`src/rtl/output_port_arbiter_pkg.sv`:
```
// Shared constants and types for the per-output-port switch allocator.
// Direction indices, port count and arbiter state encoding live here.
package output_port_arbiter_pkg;

  localparam int unsigned DIRECTIONS = 5;
  localparam int unsigned BITS_DIR   = 3;
  localparam int unsigned PKT_W      = 16;

  localparam int unsigned NORTH = 0;
  localparam int unsigned EAST  = 1;
  localparam int unsigned SOUTH = 2;
  localparam int unsigned WEST  = 3;
  localparam int unsigned LOCAL = 4;

  typedef enum logic [0:0] {
    ArbIdle   = 1'b0,
    ArbLocked = 1'b1
  } arb_state_e;

endpackage

```
`src/rtl/output_port_arbiter_if.sv`:
```
// Request/grant bundle between the input ports' datapath and one output arbiter.
// The master side drives requests and transfer strobes; the slave side is the arbiter.
interface output_port_arbiter_if #(
  parameter int unsigned DIRS  = output_port_arbiter_pkg::DIRECTIONS,
  parameter int unsigned IDX_W = output_port_arbiter_pkg::BITS_DIR
) ();

  logic [DIRS-1:0]  req;
  logic [DIRS-1:0]  tail;
  logic             flit_xfer;
  logic             out_busy;
  logic [DIRS-1:0]  grant;
  logic             grant_valid;
  logic [IDX_W-1:0] grant_idx;
  logic             stall_err;
  logic [15:0]      pkt_count;

  modport master (
    output req, tail, flit_xfer, out_busy,
    input  grant, grant_valid, grant_idx, stall_err, pkt_count
  );

  modport slave (
    input  req, tail, flit_xfer, out_busy,
    output grant, grant_valid, grant_idx, stall_err, pkt_count
  );

endinterface

```
`src/rtl/output_port_arbiter_rr_pick.sv`:
```
// Cyclic priority scan: first set req bit at or after rr_ptr, wrapping at DIRS.
// Purely combinational; also used by the VC allocator.
module output_port_arbiter_rr_pick #(
  parameter int unsigned DIRS  = 5,
  parameter int unsigned IDX_W = 3
) (
  input  logic [DIRS-1:0]  req,
  input  logic [IDX_W-1:0] rr_ptr,
  output logic             found,
  output logic [IDX_W-1:0] idx
);

  logic [IDX_W:0]   sum;
  logic [IDX_W-1:0] pos;

  always_comb begin
    found = 1'b0;
    idx   = '0;
    sum   = '0;
    pos   = '0;
    for (int k = 0; k < int'(DIRS); k++) begin
      // rr_ptr < DIRS, so one conditional subtract is enough to wrap
      sum = {1'b0, rr_ptr} + (IDX_W + 1)'(k);
      if (sum >= (IDX_W + 1)'(DIRS)) begin
        sum = sum - (IDX_W + 1)'(DIRS);
      end
      pos = sum[IDX_W-1:0];
      if (!found && req[pos]) begin
        found = 1'b1;
        idx   = pos;
      end
    end
  end

endmodule

```
`src/rtl/output_port_arbiter.sv`:
```
// Per-output-port allocator: round-robin grant locked for a whole packet, with a
// stall watchdog that frees the output when the owner stops sending flits.
module output_port_arbiter
  import output_port_arbiter_pkg::*;
#(
  parameter int unsigned DIRS        = DIRECTIONS,
  parameter int unsigned IDX_W       = BITS_DIR,
  parameter int unsigned STALL_LIMIT = 255,
  parameter int unsigned STALL_W     = 8
) (
  input  logic                  clk,
  input  logic                  reset,
  output_port_arbiter_if.slave  bus
);

  arb_state_e       state_q, state_d;
  logic [IDX_W-1:0] owner_q, owner_d;
  logic [IDX_W-1:0] rr_ptr_q, rr_ptr_d;
  logic [STALL_W-1:0] stall_cnt_q, stall_cnt_d;
  logic             stall_err_q, stall_err_d;
  logic [PKT_W-1:0] pkt_count_q, pkt_count_d;

  logic             pick_found;
  logic [IDX_W-1:0] pick_idx;
  logic [IDX_W-1:0] owner_next;

  output_port_arbiter_rr_pick #(
    .DIRS  (DIRS),
    .IDX_W (IDX_W)
  ) u_rr_pick (
    .req    (bus.req),
    .rr_ptr (rr_ptr_q),
    .found  (pick_found),
    .idx    (pick_idx)
  );

  // DIRS is not a power of two, so wrap by compare rather than by masking
  assign owner_next = (owner_q == IDX_W'(DIRS - 1)) ? '0 : owner_q + 1'b1;

  always_comb begin
    state_d     = state_q;
    owner_d     = owner_q;
    rr_ptr_d    = rr_ptr_q;
    stall_cnt_d = stall_cnt_q;
    stall_err_d = 1'b0;
    pkt_count_d = pkt_count_q;
    unique case (state_q)
      ArbIdle: begin
        if (pick_found) begin
          state_d     = ArbLocked;
          owner_d     = pick_idx;
          stall_cnt_d = '0;
        end
      end
      ArbLocked: begin
        if (bus.flit_xfer && bus.tail[owner_q]) begin
          state_d     = ArbIdle;
          rr_ptr_d    = owner_next;
          stall_cnt_d = '0;
          pkt_count_d = pkt_count_q + 1'b1;
        end else if (bus.flit_xfer) begin
          stall_cnt_d = '0;
        end else if (!bus.out_busy) begin
          // Backpressured cycles do not count towards the watchdog
          if ((STALL_LIMIT != 0) && (stall_cnt_q == STALL_W'(STALL_LIMIT - 1))) begin
            state_d     = ArbIdle;
            rr_ptr_d    = owner_next;
            stall_cnt_d = '0;
            stall_err_d = 1'b1;
          end else begin
            stall_cnt_d = stall_cnt_q + 1'b1;
          end
        end
      end
      default: state_d = ArbIdle;
    endcase
  end

  always_ff @(posedge clk or negedge reset) begin
    if (!reset) begin
      state_q     <= ArbIdle;
      owner_q     <= '0;
      rr_ptr_q    <= '0;
      stall_cnt_q <= '0;
      stall_err_q <= 1'b0;
      pkt_count_q <= '0;
    end else begin
      state_q     <= state_d;
      owner_q     <= owner_d;
      rr_ptr_q    <= rr_ptr_d;
      stall_cnt_q <= stall_cnt_d;
      stall_err_q <= stall_err_d;
      pkt_count_q <= pkt_count_d;
    end
  end

  always_comb begin
    bus.grant = '0;
    for (int i = 0; i < int'(DIRS); i++) begin
      bus.grant[i] = (state_q == ArbLocked) && (owner_q == IDX_W'(i));
    end
  end

  assign bus.grant_valid = (state_q == ArbLocked);
  assign bus.grant_idx   = owner_q;
  assign bus.stall_err   = stall_err_q;
  assign bus.pkt_count   = pkt_count_q;

endmodule

```
`src/flat_wrapper.sv`:
```
// flat-port wrapper written by rule: the top's interface ports become plain ports
module output_port_arbiter_flat import output_port_arbiter_pkg::*;
#(
  parameter int unsigned DIRS        = DIRECTIONS,
  parameter int unsigned IDX_W       = BITS_DIR,
  parameter int unsigned STALL_LIMIT = 255,
  parameter int unsigned STALL_W     = 8
)
  (clk, reset, bus_req, bus_tail, bus_flit_xfer, bus_out_busy, bus_grant, bus_grant_valid, bus_grant_idx, bus_stall_err, bus_pkt_count);
  output_port_arbiter_if #(.DIRS(DIRS), .IDX_W(IDX_W)) bus_i ();
  input  logic clk;
  input  logic reset;
  input wire logic [$bits(bus_i.req)-1:0] bus_req;
  input wire logic [$bits(bus_i.tail)-1:0] bus_tail;
  input wire logic [$bits(bus_i.flit_xfer)-1:0] bus_flit_xfer;
  input wire logic [$bits(bus_i.out_busy)-1:0] bus_out_busy;
  output wire logic [$bits(bus_i.grant)-1:0] bus_grant;
  output wire logic [$bits(bus_i.grant_valid)-1:0] bus_grant_valid;
  output wire logic [$bits(bus_i.grant_idx)-1:0] bus_grant_idx;
  output wire logic [$bits(bus_i.stall_err)-1:0] bus_stall_err;
  output wire logic [$bits(bus_i.pkt_count)-1:0] bus_pkt_count;
  assign bus_i.req = bus_req;
  assign bus_i.tail = bus_tail;
  assign bus_i.flit_xfer = bus_flit_xfer;
  assign bus_i.out_busy = bus_out_busy;
  assign bus_grant = bus_i.grant;
  assign bus_grant_valid = bus_i.grant_valid;
  assign bus_grant_idx = bus_i.grant_idx;
  assign bus_stall_err = bus_i.stall_err;
  assign bus_pkt_count = bus_i.pkt_count;
  output_port_arbiter #(.DIRS(DIRS), .IDX_W(IDX_W), .STALL_LIMIT(STALL_LIMIT), .STALL_W(STALL_W)) u_core (.clk(clk), .reset(reset), .bus(bus_i));
endmodule
```
`config.mk`:
```
export PLATFORM = sky130hd
export DESIGN_NAME = output_port_arbiter_flat
export DESIGN_NICKNAME = d
export VERILOG_FILES = /design/src/rtl/output_port_arbiter_pkg.sv /design/src/rtl/output_port_arbiter_if.sv /design/src/rtl/output_port_arbiter_rr_pick.sv /design/src/rtl/output_port_arbiter.sv /design/src/flat_wrapper.sv
export SDC_FILE = /design/constraint.sdc
export NUM_CORES = 1
export LEC_CHECK = 0
export BUFFER_PORTS_ARGS = -buffer_cell sky130_fd_sc_hd__buf_2
export CORE_MARGIN = 2
export CORE_UTILIZATION = 62
export DETAILED_ROUTE_END_ITERATION = 7
export PLACE_DENSITY = 0.82
export SLEW_MARGIN = 15
export SYNTH_ARGS = -nofsm -noshare
export SYNTH_HDL_FRONTEND = slang
export SYNTH_SLANG_ARGS = --single-unit
export TNS_END_PERCENT = 30
```
`constraint.sdc`:
```
create_clock -name clk -period 9.57 [get_ports clk]
set_input_delay 1.914 -clock clk [delete_from_list [all_inputs] [get_ports clk]]
set_output_delay 1.914 -clock clk [all_outputs]
set_load 0.02 [all_outputs]
```
==> out/metrics.sh, run 1 <==
RUN_STATUS='finished clean'
GP_CONGESTION=0.9606
YS_TYPES=68
LAYOUT.CELLS.MOST_COMMON='buf_2'
WORST_HOLD_PATH_TYPE='register to register'
CTS_SETUP_BUFFERS=0
CTS_HOLD_BUFFERS=0
FINAL.SETUP_SKEW_PS=7.335
GRT_OVERFLOW_TOTAL=0
IOPINCOUNT=40
FINAL_NET_COUNT=374
CTS_TREE='built'
VIAS=2442
CRIT_PATH_END='u_core.stall_cnt_q[1]$_DFFE_PN0P_'
CORE_AREA_SQ_UM=4324
SYN_AREA_PER_CELL_SQ_UM=8.983
NUMBER_OF_ANTENNA_VIOLATIONS_AT_THE_FIRST_CHECK_IN_GLOBAL_ROUTING=0
CRITICAL_PATH_PEAK_FANOUT=8
MAXSLEWVIOLCOUNT=0
CRIT_CHAIN='buf_2, mux4_2, mux2_2, and2_4, or2_4, nor2_4, nand3_2, a2bb2oi_2, mux2_4'
FINAL_LAYOUT_SIZE_SUFFIX_GT1_SHARE_PCT=21.80
VDD_IR_DROP_MAX_mV=0.3114
HTREEDEPTH=2
DP.CELLS=388
TOTALPOWERFINAL_uW=1192
POWER_PER_CELL_AREA_nW_PER_UM2=387.4
REGTOREGSETUPSLACK_PS=5900
CLOCK_SINK_COUNT=32
ANTENNA_CELLS=0
CRIT_PATH_START_KIND='input port'
INITIAL_UTILIZATION_PCT=63.57
NETLIST_AREA_SQ_UM=2749
WORST_PATH_MAX_DELAY_CELL='mux4_2'
CP_NUM_CELLS=9
WORSTREG2REGSTART='u_core.rr_ptr_q[1]$_DFFE_PN0P_'
GRT_USE_TOTAL_PCT=26.56
YS_DOMINANT_REG_CELL='dfrtp_1'
NUMBER_OF_RESIZED_INSTANCES_IN_THE_POST_CTS_REPAIR_STEP=0
SYNTH-SEQ-AREA-SHARE_PCT=29.13
STDCELL_COUNT=396
POSTSYNTHNETCOUNT=337
MOSTFREQUENTLAYOUTCELLS='39 x buf_2, 32 x dfrtp_1, 28 x nor2_1'
MIN_PERIOD_PS=3860
HPWLAFTERDP_UM=4528
YOSYSTOPAREACELLSHARE_PCT=29.13
CRITICAL-PATH-TOP-DELAY-FAMILY='multiplexers'
TIMING.SETUP.TNS_PS=0
YOSYS_REGISTER_BITS=32
GRT_START_MAX_NET_PINS=34
MAX-SLEW-MARGIN-REL_PCT=52.71
YS_ASYNC_SR_FRACTION_PCT=100.0
GRT_PASS1_WL_UM=10690
DRT_WL_TOTAL_UM=6378
GRT_PASS1_VIAS=2251
WORST_PATH_LARGEST_CELL_DELAY_PS=480
IO_BUFFER_COUNT=39
FP.DIEAREA_SQ_UM=4982
WORST-SETUP-PATH-TYPE='input port to register'
FILLER_CELL_COUNT=350
DETAIL_ROUTE.ITER0.VIOLATIONS=180
FINISH.INSTANCE_AREA_SQ_UM=3077
CP.ARRIVAL_PS=4040
SETUP.WORST_PATH.START='bus_req[0]'
CLKSLEWWORSTSETUPHOLDPATHS_PS=70
SETUP-VIOLATIONS-FINAL=0
DIE_H_UM=70.59
WORST_EP_REQUIRED_TIME_PS=9750
P_LEAK_uW=0.001432
SYNTH-WARNING-COUNT=0
FINAL_PERIOD_UTILIZATION_PCT=40.33
STD_CELL_ROWS=24
SYNTH_EDF_COUNT=0
DR_WL_CELL_UM=16.11
CRITICAL_PATH_BUF_INV_COUNT=1
CTS-ROOT-TO-SINK-BUFFERS=2
RSZ0062_AT_GRT='false'
CTS_BUFFERS=5
WORST_R2R_ENDPOINT='u_core.bus.grant_idx[0]$_DFFE_PN0P_'
MAX_CAP_VIOLATIONS=0
DRC=0
WORST_R2R_PATH_DEPTH=11
CLK_LATENCY_PS=290
WORST_SETUP_PATH_END_KIND='register'
CLK_ROOT_BUFFER_CELL='clkbuf_8'
AREAGROWTHSYNTHTOFINISH_PCT=11.93
DETAIL-ROUTE-ANTENNA-NETS=0
TOP_AREA_CELLS_IN_THE_SYNTHESIZED_NETLIST='dfrtp_1 29%, ha_1 7.3%, nor2_1 3.8%'
DETAIL_ROUTE.VIAS_PER_CELL=6.167
FIRSTDRTPASSITERS=5
TIGHTEST_SLEW_PS=709.4
TIMING_HOLD_VIOLATIONS_FINAL=0
POST_DP_CELL_AREA_SQ_UM=2950
SYNTH_AREA_LEADER='dfrtp_1'
DIE_WIDTH_UM=70.59
FMAXACHIEVABLE_GHz=0.2591
SYNTHCELLS=306
sequential cells by signal, summed over array words and instances (netlist names):
register / cells
u_core.bus.grant_idx: 3
u_core.bus.grant_valid: 1
u_core.bus.pkt_count: 16
u_core.bus.stall_err: 1
u_core.rr_ptr_q: 3
u_core.stall_cnt_q: 8
worst min-delay path by stage:
stage                                               from                              endpoint  slack (ps)  cells past startpoint
floorplan              u_core.stall_cnt_q[6]$_DFFE_PN0P_     u_core.stall_cnt_q[6]$_DFFE_PN0P_         450                      1
global placement    u_core.bus.pkt_count[15]$_DFFE_PN0P_  u_core.bus.pkt_count[15]$_DFFE_PN0P_         450                      1
global route        u_core.bus.pkt_count[15]$_DFFE_PN0P_  u_core.bus.pkt_count[15]$_DFFE_PN0P_         500                      1
detailed placement  u_core.bus.pkt_count[15]$_DFFE_PN0P_  u_core.bus.pkt_count[15]$_DFFE_PN0P_         450                      1
finish              u_core.bus.pkt_count[15]$_DFFE_PN0P_  u_core.bus.pkt_count[15]$_DFFE_PN0P_         460                      1
CTS                 u_core.bus.pkt_count[15]$_DFFE_PN0P_  u_core.bus.pkt_count[15]$_DFFE_PN0P_         460                      1
report_power, final:
group	leakage [uW]	switching (uW)	internal, uW
clock network	0.0000645	51.5	91.8
logic	0.000945	481	350
registers	0.000422	54.2	163
total	0.00143	587	605
worst reg2reg max path, stage by stage, from the launching register on:
cell	delay (ps)
dfrtp_1	680
inv_1	270
ha_1	290
ha_1	440
or3b_1	420
a21oi_1	150
o211a_1	190
a31oi_1	90
and2_4	230
a31o_4	270
or4_4	480
o211ai_2	70
Yosys cell counts, drive strengths merged (7+ instances only):
master / count
and2: 8
nor2b: 8
dfrtp: 32
o21ai: 13
a21oi: 18
buf: 8
xnor2: 13
nand3: 9
ha: 16
and3: 7
nand2: 25
nor2: 29
inv: 21
a31oi: 8
through the flow:
stage	setup WS (ps)	hold slack (ps)	util, %
after floorplan	5605	452.2	-
after global placement	5481	453.6	68.23
after detailed placement	5420	451.7	68.23
after CTS	5723	464.3	71.15
after global routing	5663	497.6	71.15
final	5710	457.5	71.15
cells by family (layout without fill, tap and decap cells):
family                   after synthesis  in the layout  synth area share [%]
AND/OR/NAND/NOR                      111            111                 20.98
AO/OA/AOI/OAI                         83             83                 22.90
flip-flops                            32             32                 29.13
buffers and inverters                 31             69                 5.280
XOR/XNOR                              19             19                 6.327
adder cells (fa/ha/maj)               17             17                 8.011
multiplexers                          13             13                 7.374
layout make-up:
| class | instances | area, sq um | share of cell area, % |
|---|---|---|---|
| clock buffers | 7 | 96.34 | 3.131 |
| clock inverters | 1 | 30.03 | 0.9760 |
| inverters | 21 | 78.83 | 2.562 |
| multi-input cells | 243 | 1803 | 58.60 |
| flip-flops and latches | 32 | 800.8 | 26.03 |
| well taps | 52 | 65.06 | 2.115 |
| repair buffers | 40 | 202.7 | 6.588 |
metal layers:
metal  up-vias  routed length, um  track usage [%]
met1      1140               2838            36.59
met3        16                430            4.558
met5         -                  0                0
met2        97               2945            42.03
met4         0                163            10.69
li1       1189                  -                -
Power figures use the tool's default switching activity.
==> inputs of run 2 (changes only) <==
--- a/config.mk
+++ b/config.mk
@@ -5,11 +5,12 @@
 export SDC_FILE = /design/constraint.sdc
 export NUM_CORES = 1
 export LEC_CHECK = 0
+export ABC_AREA = 1
 export BUFFER_PORTS_ARGS = -buffer_cell sky130_fd_sc_hd__buf_2
 export CORE_MARGIN = 2
-export CORE_UTILIZATION = 62
+export CORE_UTILIZATION = 52
 export DETAILED_ROUTE_END_ITERATION = 7
-export PLACE_DENSITY = 0.82
+export PLACE_DENSITY = 0.73
 export SLEW_MARGIN = 15
 export SYNTH_ARGS = -nofsm -noshare
 export SYNTH_HDL_FRONTEND = slang
==> constraint.sdc (replaced) <==
create_clock -name clk -period 3.25 [get_ports clk]
set_input_delay 0.65 -clock clk [delete_from_list [all_inputs] [get_ports clk]]
set_output_delay 0.65 -clock clk [all_outputs]
set_load 0.02 [all_outputs]
==> run 2 against run 1 <==
  * Via count is 10% higher
  * Clock skew up 0.90 ps
  * Total power grew to 2.7 times the previous value
==> out/metrics.sh, run 2 <==
SHARE_SEQ_OF_TOTAL_POWER_PCT=18.8  # +0.6 points
WORST_EP_REQUIRED_TIME_PS=3470  # -6280 ps
FINAL_PERIOD_UTILIZATION_PCT=93.00
GRT_USE_TOTAL_PCT=23.22  # -3.3 points
SYNTHMOSTINSTANTIATEDCELL='nand2_1'
WORST_SETUP_PATH_END_KIND='register'
CTS_HOLD_BUFFERS=0  # unchanged
LARGEST_REGISTER_FFS=16  # unchanged
GRT_START_MAX_NET_PINS=33  # -2.9%
SYNTH-SEQ-AREA-SHARE_PCT=29.60  # +0.47 points
DETAIL_ROUTE.VIAS_PER_CELL=5.285  # -14%
CRIT_PATH_START_KIND='register'
DRT_WL_TOTAL_UM=6362  # -0.25%
CP.ARRIVAL_PS=3240  # -800 ps
SETUP-VIOLATIONS-FINAL=0  # unchanged
BUSIEST_LAYER='met2'
SYNTH-WARNING-COUNT=0  # unchanged
HPWLAFTERDP_UM=4937  # +9.0%
CTS_TREE='built'
INITIAL_UTILIZATION_PCT=53.30  # -10 points
FINAL_LAYOUT_SIZE_SUFFIX_GT1_SHARE_PCT=17.08  # -4.7 points
P_INT_uW=1440  # +140%
CORE_AREA_SQ_UM=5075  # +17%
SYNTH.CELLS.MOST_FREQUENT='104 x nand2_1, 63 x nand3_1, 47 x inv_1'
ANTENNA_CELLS=0  # unchanged
LAYOUT.CELLS.MOST_COMMON='nand2_1'
DRC=0  # unchanged
FMAXACHIEVABLE_GHz=0.3308
CTS_SETUP_BUFFERS=0  # unchanged
SYNTH_EDF_COUNT=0  # unchanged
CTS-ROOT-TO-SINK-BUFFERS=2  # unchanged
TIGHTEST_SLEW_PS=696.0  # -13.35 ps
POWER.SHARE.CLOCK_PCT=11.6  # -0.4 points
CRITICAL_PATH_PEAK_FANOUT=14  # +6
STD_CELL_ROWS=26  # +8.3%
P_LEAK_uW=0.001643  # +15%
YS_ASYNC_SR_FRACTION_PCT=100.0  # unchanged
YOSYS_REGISTER_BITS=32  # unchanged
POWER.COMBINATIONAL.FRACTION_PCT=69.5  # -0.2 points
MET2_USAGE_PCT=37.59  # -4.4 points
SYN_AREA_PER_CELL_SQ_UM=6.848  # -24%
NUMBER_OF_ANTENNA_VIOLATIONS_AT_THE_FIRST_CHECK_IN_GLOBAL_ROUTING=0  # unchanged
HTREEDEPTH=2  # unchanged
CLK_LATENCY_PS=290  # about the same
GP_CONGESTION=0.9559  # -0.49%
DIE_WIDTH_UM=76.13  # +7.8%
FINAL_NET_COUNT=469  # +25%
SWITCHINGPOWER_uW=1818  # +210%
POSTSYNTHNETCOUNT=426  # +26%
GRT_OVERFLOW_TOTAL=0  # unchanged
TOTALPOWERFINAL_uW=3259  # +170%
WORSTREG2REGSTART='u_core.rr_ptr_q[0]$_DFFE_PN0P_'
NETSWITCHINGFRACTION_PCT=55.81  # +6.6 points
DETAIL-ROUTE-ANTENNA-NETS=0  # unchanged
VIAS=2690  # +10%
FP.DIEAREA_SQ_UM=5795  # +16%
VDD_IR_DROP_MAX_mV=0.4858  # +56%
IO_BUFFER_COUNT=39  # unchanged
GRT_PASS1_VIAS=2440  # +8.4%
SYNTHCELLS=395  # +29%
NUMBER_OF_RESIZED_INSTANCES_IN_THE_POST_CTS_REPAIR_STEP=0  # unchanged
IOPINCOUNT=40  # unchanged
GLOBAL_ROUTE.USAGE.MET1_PCT=30.66  # -5.9 points
MOSTFREQUENTLAYOUTCELLS='104 x nand2_1, 63 x nand3_1, 47 x inv_1'
MIN_PERIOD_PS=3023
YS_DOMINANT_REG_CELL='dfrtp_1'
WORST-SETUP-PATH-TYPE='register to register'
WORST_HOLD_PATH_TYPE='input port to async pin'
DR_WL_CELL_UM=12.50  # -22%
RUN_STATUS='finished clean'
TIMING.SETUP.TNS_PS=0  # unchanged
TOP_AREA_CELLS_IN_THE_SYNTHESIZED_NETLIST='dfrtp_1 30%, nand2_1 14%, nand3_1 12%'
CLOCK_SINK_COUNT=32  # unchanged
GRTUSAGEMET3_PCT=5.569  # +1.0 points
NETLIST_AREA_SQ_UM=2705  # -1.6%
SYNTH_AREA_LEADER='dfrtp_1'
FIRSTDRTPASSITERS=4  # -1
FINAL.SETUP_SKEW_PS=8.233  # +0.8986 ps
CLK_ROOT_BUFFER_CELL='clkbuf_8'
YOSYSTOPAREACELLSHARE_PCT=29.60  # +0.47 points
MAX_CAP_VIOLATIONS=0  # unchanged
RSZ0062_AT_GRT='false'
SETUP.WORST_PATH.START='u_core.rr_ptr_q[0]$_DFFE_PN0P_'
CTS_BUFFERS=5  # unchanged
MAX-SLEW-MARGIN-REL_PCT=53.60  # +0.89 points
POWER_PER_CELL_AREA_nW_PER_UM2=1060  # +170%
DIE_H_UM=76.13  # +7.8%
TIMING_HOLD_VIOLATIONS_FINAL=0  # unchanged
MAXSLEWVIOLCOUNT=0  # unchanged
DETAIL_ROUTE.ITER0.VIOLATIONS=164  # -8.9%
AREAGROWTHSYNTHTOFINISH_PCT=13.69
CLKSLEWWORSTSETUPHOLDPATHS_PS=70  # about the same
GRT_PASS1_WL_UM=11010  # +3.0%
YS_TYPES=33  # -51%
==> run 2: cell count changes in the layout (fill, tap and decap cells not counted), moves of 5 or more <==
cell,delta
o21ai_1,+5
nand4_1,+8
and3_1,-7
a31oi_1,-7
inv_1,+27
nor2b_1,-8
xnor2_1,-5
nand2_1,+79
and2_1,-6
nand2_2,+13
a21oi_1,-16
nand3_1,+55
==> run 2: layout make-up <==
| type | instances | area (sq um) |
|---|---|---|
| fill | 479 | 1999 |
| multi-input combinational | 306 | 1674 |
| sequential | 32 | 800.8 |
| timing repair buffer | 40 | 202.7 |
| inverter | 53 | 198.9 |
| tap | 70 | 87.58 |
| clock buffer | 5 | 68.82 |
| clock inverter | 3 | 42.54 |
==> run 2: worst paths after layout <==
kind | end | depth (start not counted) | slack, ps
worst min register to register | u_core.bus.pkt_count[4]$_DFFE_PN0P_ | 1 | 510
worst max-delay path | u_core.stall_cnt_q[6]$_DFFE_PN0P_ | 17 | 230
max in group asynchronous | u_core.bus.pkt_count[14]$_DFFE_PN0P_ | 1 | 2390
min in group clk | u_core.bus.pkt_count[4]$_DFFE_PN0P_ | 1 | 510
worst min-delay path | u_core.bus.pkt_count[8]$_DFFE_PN0P_ | 1 | 400
worst max register to register | u_core.stall_cnt_q[6]$_DFFE_PN0P_ | 17 | 230
==> run 2: through the flow <==
| stage | utilization (%) | instance area [sq um] | worst slack [ps] | hold slack (ps) | cells |
|---|---|---|---|---|---|
| after floorplan | - | 2705 | 653.4 | 354.4 | 395 |
| after global placement | 58.41 | 2964 | 386.2 | 502.7 | 501 |
| after detailed placement | 58.41 | 2964 | 314.4 | 497.6 | 501 |
| after CTS | 60.60 | 3075 | 293.7 | 434.6 | 509 |
| after global routing | 60.60 | 3075 | 25.37 | 465.2 | 509 |
| final | 60.60 | 3075 | 227.5 | 402.4 | 509 |
==> run 2: cell families (layout without fill, tap and decap cells) <==
group	count (synthesis)	in the layout	synth area share, %
flip-flops	32	32	29.60
AO/OA/AOI/OAI	28	28	5.782
adder cells (fa/ha/maj)	17	17	8.141
AND/OR/NAND/NOR	243	243	41.86
buffers and inverters	57	101	8.510
XOR/XNOR	18	18	6.106
==> run 2: per-layer routing <==
metal  vias to the layer above  part of all wire [%]
li1                       1376                     -
met5                         -                     0
met4                         0                   1.3
met1                      1220                    46
met3                         6                   6.6
met2                        88                    46
==> run 2: worst max-delay path, cell delays in order (launching register included) <==
cell,delay (ps)
dfrtp_1,390
inv_2,180
ha_1,240
inv_1,70
fa_1,360
inv_1,120
nand2_1,160
o21ai_0,460
nand3_1,170
nand3_1,100
nand2_1,80
nand3_4,110
nor2_4,50
nand2_2,70
nand2_4,100
nand2_2,150
nand2_1,70
nand2_1,60
==> run 2: power groups by stage <==
| stage | clock network, uW | logic [uW] | registers, uW |
|---|---|---|---|
| 2_1_floorplan | 0 | 1730 | 665 |
| 3_3_place_gp | 0 | 2200 | 620 |
| 3_5_place_dp | 0 | 2240 | 619 |
| 4_1_cts | 389 | 2250 | 614 |
| 5_1_grt | 416 | 2580 | 634 |
| 6_report | 379 | 2270 | 614 |
